File: config.mk
export PLATFORM = sky130hd
export DESIGN_NAME = operand_stack_ctrl
export DESIGN_NICKNAME = d
export VERILOG_FILES = /design/src/rtl/operand_stack_pkg.sv /design/src/rtl/operand_stack_ram.sv /design/src/rtl/operand_stack_ctrl.sv
export SDC_FILE = /design/constraint.sdc
export NUM_CORES = 1
export LEC_CHECK = 0
export BUFFER_PORTS_ARGS = -buffer_cell sky130_fd_sc_hd__buf_2
export CAP_MARGIN = 20
export CORE_MARGIN = 2
export CORE_UTILIZATION = 45
export DETAILED_ROUTE_END_ITERATION = 7
export GPL_ROUTABILITY_DRIVEN = 0
export HOLD_SLACK_MARGIN = 0.15
export MAX_ROUTING_LAYER = met4
export PLACE_DENSITY = 0.61
export SLEW_MARGIN = 20
export SYNTH_ARGS = -nofsm -noshare
export SYNTH_HDL_FRONTEND = slang
export SYNTH_SLANG_ARGS = --single-unit
File: constraint.sdc
create_clock -name clk -period 13.8 [get_ports clk]
set_clock_uncertainty 0.05 [all_clocks]
set_input_delay 2.07 -clock clk [delete_from_list [all_inputs] [get_ports clk]]
set_output_delay 2.07 -clock clk [all_outputs]
set_load 0.1 [all_outputs]
File: src/rtl/operand_stack_pkg.sv
// Shared definitions for the operand stack controller: opcodes, trap codes,
// operand type tags, controller states and the stored entry layout.
package operand_stack_pkg;

  localparam logic [2:0] OP_NOP     = 3'd0;
  localparam logic [2:0] OP_PUSH    = 3'd1;
  localparam logic [2:0] OP_POP     = 3'd2;
  localparam logic [2:0] OP_POP2    = 3'd3;
  localparam logic [2:0] OP_REPLACE = 3'd4;
  localparam logic [2:0] OP_DROP    = 3'd5;

  localparam logic [2:0] TRAP_NONE      = 3'd0;
  localparam logic [2:0] TRAP_UNDERFLOW = 3'd1;
  localparam logic [2:0] TRAP_OVERFLOW  = 3'd2;
  localparam logic [2:0] TRAP_BAD_OP    = 3'd3;

  localparam logic [1:0] TYPE_I32 = 2'd0;
  localparam logic [1:0] TYPE_I64 = 2'd1;
  localparam logic [1:0] TYPE_F32 = 2'd2;
  localparam logic [1:0] TYPE_F64 = 2'd3;

  typedef enum logic [1:0] {
    ST_IDLE,
    ST_FETCH_NOS,
    ST_REFILL,
    ST_TRAPPED
  } state_t;

  typedef struct packed {
    logic [1:0]  tag;
    logic [63:0] value;
  } entry_t;

endpackage

File: src/rtl/operand_stack_ram.sv
// Storage for stack entries below TOS: one write port and one registered
// (synchronous) read port. The controller never reads and writes the same word.
module operand_stack_ram
  import operand_stack_pkg::*;
#(
  parameter int DEPTH = 16,
  parameter int AW    = $clog2(DEPTH)
) (
  input  logic          clk,
  input  logic          we,
  input  logic [AW-1:0] waddr,
  input  entry_t        wdata,
  input  logic          re,
  input  logic [AW-1:0] raddr,
  output entry_t        rdata
);

  entry_t mem [DEPTH-1];

  always_ff @(posedge clk) begin
    if (we) mem[waddr] <= wdata;
    if (re) rdata <= mem[raddr];
  end

endmodule

File: src/rtl/operand_stack_ctrl.sv
// Operand stack sequencer: TOS held in registers, deeper entries in
// operand_stack_ram; pops return operands on a one-cycle pop_valid pulse.
module operand_stack_ctrl
  import operand_stack_pkg::*;
#(
  parameter int DEPTH = 16,
  parameter int CNT_W = $clog2(DEPTH) + 1
) (
  input  logic             clk,
  input  logic             reset,
  input  logic             cmd_valid,
  output logic             cmd_ready,
  input  logic [2:0]       cmd_op,
  input  logic [63:0]      push_value,
  input  logic [1:0]       push_type,
  output logic             pop_valid,
  output logic [63:0]      a_value,
  output logic [1:0]       a_type,
  output logic [63:0]      b_value,
  output logic [1:0]       b_type,
  output logic [63:0]      result,
  output logic [1:0]       result_type,
  output logic             result_empty,
  output logic [CNT_W-1:0] depth,
  output logic [2:0]       trap
);

  localparam int AW = $clog2(DEPTH);

  state_t           state, state_next;
  logic [CNT_W-1:0] count, count_next;
  logic [63:0]      tos, tos_next;
  logic [1:0]       tos_type, tos_type_next;
  logic             pop_valid_q, pop_valid_next;
  logic [63:0]      a_q, a_next, b_q, b_next;
  logic [1:0]       a_type_q, a_type_next, b_type_q, b_type_next;
  logic [2:0]       trap_q, trap_next;

  logic             ram_we, ram_re;
  logic [AW-1:0]    ram_waddr, ram_raddr;
  entry_t           ram_wdata, ram_rdata;

  operand_stack_ram #(.DEPTH(DEPTH), .AW(AW)) u_ram (
    .clk  (clk),
    .we   (ram_we),
    .waddr(ram_waddr),
    .wdata(ram_wdata),
    .re   (ram_re),
    .raddr(ram_raddr),
    .rdata(ram_rdata)
  );

  always_comb begin
    state_next     = state;
    count_next     = count;
    tos_next       = tos;
    tos_type_next  = tos_type;
    pop_valid_next = 1'b0;
    a_next         = a_q;
    a_type_next    = a_type_q;
    b_next         = b_q;
    b_type_next    = b_type_q;
    trap_next      = trap_q;
    ram_we         = 1'b0;
    ram_waddr      = AW'(count - CNT_W'(1));
    ram_wdata      = '{tag: tos_type, value: tos};
    ram_re         = 1'b0;
    ram_raddr      = AW'(count - CNT_W'(2));

    case (state)
      ST_IDLE: begin
        if (cmd_valid) begin
          case (cmd_op)
            OP_NOP: ;
            OP_PUSH: begin
              if (count == CNT_W'(DEPTH)) begin
                trap_next  = TRAP_OVERFLOW;
                state_next = ST_TRAPPED;
              end else begin
                ram_we        = (count != '0);
                tos_next      = push_value;
                tos_type_next = push_type;
                count_next    = count + CNT_W'(1);
              end
            end
            OP_POP, OP_DROP: begin
              if (count == '0) begin
                trap_next  = TRAP_UNDERFLOW;
                state_next = ST_TRAPPED;
              end else begin
                if (cmd_op == OP_POP) begin
                  pop_valid_next = 1'b1;
                  b_next         = tos;
                  b_type_next    = tos_type;
                end
                count_next = count - CNT_W'(1);
                // The new TOS comes from RAM one cycle later unless the stack empties.
                if (count > CNT_W'(1)) begin
                  ram_re     = 1'b1;
                  state_next = ST_REFILL;
                end else begin
                  tos_next      = '0;
                  tos_type_next = TYPE_I32;
                end
              end
            end
            OP_POP2: begin
              if (count < CNT_W'(2)) begin
                trap_next  = TRAP_UNDERFLOW;
                state_next = ST_TRAPPED;
              end else begin
                ram_re     = 1'b1;
                state_next = ST_FETCH_NOS;
              end
            end
            OP_REPLACE: begin
              if (count == '0) begin
                trap_next  = TRAP_UNDERFLOW;
                state_next = ST_TRAPPED;
              end else begin
                pop_valid_next = 1'b1;
                b_next         = tos;
                b_type_next    = tos_type;
                tos_next       = push_value;
                tos_type_next  = push_type;
              end
            end
            default: begin
              trap_next  = TRAP_BAD_OP;
              state_next = ST_TRAPPED;
            end
          endcase
        end
      end
      ST_FETCH_NOS: begin
        pop_valid_next = 1'b1;
        a_next         = ram_rdata.value;
        a_type_next    = ram_rdata.tag;
        b_next         = tos;
        b_type_next    = tos_type;
        count_next     = count - CNT_W'(2);
        if (count > CNT_W'(2)) begin
          ram_re     = 1'b1;
          ram_raddr  = AW'(count - CNT_W'(3));
          state_next = ST_REFILL;
        end else begin
          tos_next      = '0;
          tos_type_next = TYPE_I32;
          state_next    = ST_IDLE;
        end
      end
      ST_REFILL: begin
        tos_next      = ram_rdata.value;
        tos_type_next = ram_rdata.tag;
        state_next    = ST_IDLE;
      end
      ST_TRAPPED: ;
      default: state_next = ST_IDLE;
    endcase
  end

  always_ff @(posedge clk or posedge reset) begin
    if (reset) begin
      state       <= ST_IDLE;
      count       <= '0;
      tos         <= '0;
      tos_type    <= TYPE_I32;
      pop_valid_q <= 1'b0;
      a_q         <= '0;
      a_type_q    <= TYPE_I32;
      b_q         <= '0;
      b_type_q    <= TYPE_I32;
      trap_q      <= TRAP_NONE;
    end else begin
      state       <= state_next;
      count       <= count_next;
      tos         <= tos_next;
      tos_type    <= tos_type_next;
      pop_valid_q <= pop_valid_next;
      a_q         <= a_next;
      a_type_q    <= a_type_next;
      b_q         <= b_next;
      b_type_q    <= b_type_next;
      trap_q      <= trap_next;
    end
  end

  assign cmd_ready    = (state == ST_IDLE);
  assign pop_valid    = pop_valid_q;
  assign a_value      = a_q;
  assign a_type       = a_type_q;
  assign b_value      = b_q;
  assign b_type       = b_type_q;
  assign result       = tos;
  assign result_type  = tos_type;
  assign result_empty = (count == '0);
  assign depth        = count;
  assign trap         = trap_q;

endmodule
==> summary.md <==
| Metric | Value |
|---|---|
| Status | finished, final reports clean |
| RSZ-0062 raised after global routing | false |
| Setup Fix Bufs, Post-CTS | 0 |
| Worst reg2reg setup slack | 8.00 ns |
| Worst-Margin Slew | 1.10 ns |
| Critical Path End Type | output port |
| Crit-path max FO | 57 |
| Layout cell share with drive strength beyond 1 | 0.237 |
| H-tree levels | 4 |
| Largest net degree at the start of global routing | 148 |
| Most frequent CP cell | inv_2 |
| Vias per Instance | 6.18 |
| Total clock sinks | 1,264 |
| Setup violations, final | 0 |
| Post-Synthesis Cells | 3,699 |
| DR vias | 35,000 |
| Most frequent cells in the layout | edfxtp_1 (1,056), mux2i_1 (394), nand2_1 (332) |
| Hold Buf Count CTS | 0 |
| Min-delay src | b_value[43] |
| Fillers | 10,200 |
| First-pass GRT wire length | 230 mm |
| Dpl hpwl | 89.5 mm |
| Most common cell after layout, fill and taps aside | edfxtp_1 |
| CP Buf/Inv Count | 3 |
| Synth-to-Final Area Change | 13.5% |
| Critical Path, Cell by Cell | inv_2 > ha_2 > nor3b_2 > nand2b_2 > inv_2 > buf_2 |
| Synthesized flop and latch total | 1,264 |
| Kind of critical path | register to output port |
| Worst r2r src | depth[0] |
| Finished Core Util | 0.514 |
| FP Rows | 129 |
| Depth of the most critical reg-to-reg path | 7 |
| Hold Path Stages | 1 |
| Final worst-path cycle share | 0.438 |
| IO Port Bufs | 279 |
| Final cell count without fillers | 5,670 |
| Post-DP Area | 59,000 µm² |
| Hold Fails Final Rpt | 0 |
| Placed Instances | 5,415 |
| Maximum clock path buffer count | 3 |
| # IOs | 281 |
| CTS root buf | clkbuf_16 |
| Max incr delay on CP | 0.79 ns |
| Number of synthesized flops with an enable pin | 1,056 |
| Syn Nets | 3,784 |
| FMAX | 0.165 GHz |
| Clock Latency Late Sink | 0.77 ns |
| Final setup TNS | 0 ns |
| Max_slew headroom | 0.268 |
| Wirelength, routed | 158 mm |
| Die W | 356 µm |
| Most used DFF post-synth | edfxtp_1 |
| WP data required | 11.68 ns |
| Post-cts gate resize count | 0 |
| Hold Path Class | register to register |
| Register Area | 36,900 µm² |
| TritonCTS buffer count | 139 |
| Die Area | 127,000 µm² |
| Initial Util | 0.453 |
| Number of DRC markers in iteration 0 | 3,584 |
| Total GRT Usage | 0.254 |
| Ys async rst share | 0.165 |
| Maxcap violations | 0 |
| Design Area, Final | 63,400 µm² |
| Core box area | 123,000 µm² |
| Distinct cells, synth | 72 |
| Register area share after synthesis | 0.661 |
| CTS tree | built |
| Vias in the first global route | 34,600 |
| Initial antenna violation count | 6 |
| GRT overflow | 0 |
| Mean Syn Cell Area | 15.1 µm² |
| CTS clk-pin slew, worst paths | 0.06 ns |
| Worst Path Arrival | 3.93 ns |
| CP Launch Type | register |
| Mapped cell area | 55,900 µm² |
| Worst reg2reg endpoint | u_ram.mem[13][47] |
| Delay-heaviest family, CP | buffers and inverters |
| Hold Path End | b_value[43] |
| Synth Warn # | 0 |
| Remaining DRCs | 0 |
| Post-layout minimum cycle time | 6.05 ns |
| Final net count | 4,007 |
| Die height | 356 µm |
| Crit path depth | 6 |
| Pins over their slew limit | 0 |
| Iteration count of the initial detailed-routing pass | 5 |
| Routed WL per cell | 27.9 µm |
| Post-DRT Antenna Nets | 0 |
| Multi-input gate area | 17,900 µm² |
| Crit-path slowest cell | dfrtp_4 |
-- through the flow --
step                worst slack (ns)  hold WS, ns
floorplan                       5.59        0.432
global placement                7.65        0.434
detailed placement              7.65        0.439
CTS                             7.74        0.453
global route                    7.57        0.464
finish                          7.75        0.448
-- kinds of logic (layout without fill, tap and decap cells) --
logic type      after synthesis  in the layout  synth area share
compound gates              768            768            0.0965
xor+xnor                     11             11           0.00219
fa+ha+maj                    13             13           0.00291
buf+inv                     289            619            0.0240
flops                      1264           1264             0.661
mux                         737            737             0.167
other cells                   1              5         0.0000671
simple gates                616            616            0.0463
-- area by class of cell --
| type | instances | share of cell area |
|---|---|---|
| Sequential cell | 1264 | 0.582 |
| Multi-Input combinational cell | 2146 | 0.283 |
| Clock buffer | 180 | 0.0596 |
| Timing Repair Buffer | 360 | 0.0341 |
| Tap cell | 1637 | 0.0323 |
| Clock inverter | 68 | 0.00791 |
| Inverter | 11 | 0.000770 |
| Antenna cell | 4 | 0.000158 |
-- Yosys cell counts (11+ instances only) --
master / number / area [µm²]
buf_4: 22 / 165
edfxtp_1: 1056 / 31700
ha_1: 13 / 163
o22a_1: 46 / 403
o22ai_1: 112 / 701
nand2_1: 334 / 1250
mux2i_1: 394 / 3940
o21ai_0: 32 / 160
nor3_1: 20 / 100
a21oi_1: 131 / 656
mux2_4: 40 / 601
o21a_1: 47 / 353
nand3_1: 75 / 375
a22oi_1: 90 / 676
dfrtp_1: 208 / 5200
buf_1: 17 / 63.8
o2111ai_1: 15 / 131
mux2_2: 178 / 2000
a221oi_1: 62 / 543
mux4_2: 124 / 2790
a21o_1: 16 / 120
buf_2: 97 / 485
a22o_1: 66 / 578
nor2_1: 138 / 518
clkbuf_1: 135 / 507
or4_1: 16 / 120
a31oi_1: 95 / 594
o21ai_1: 11 / 55.1
-- worst max path at each step --
stage,from,end
global route,depth[0],result_empty
finish,depth[0],result_empty
detailed placement,cmd_op[2],u_ram.mem[13][47]
floorplan,cmd_op[0],u_ram.rdata[0]
CTS,depth[0],result_empty
global placement,cmd_op[2],u_ram.mem[13][47]
-- state kept, by name, indices dropped and copies added, names as in the netlist --
register     flops
b_value         64
state            2
result_type      2
b_type           2
depth            5
trap             2
pop_valid        1
a_value         64
result          64
a_type           2
u_ram.rdata     66
u_ram.mem      990
-- metal layers --
layer	share of wire	global-route usage	vias up
li1	-	-	15100
met1	0.43	0.345	18200
met2	0.47	0.386	1473
met3	0.077	0.0511	245
met4	0.025	0.0754	0
met5	0	-	-
Power is left out: the tool's default activity adds up to more than one toggle a clock period on the data nets, which glitch-free logic cannot reach.
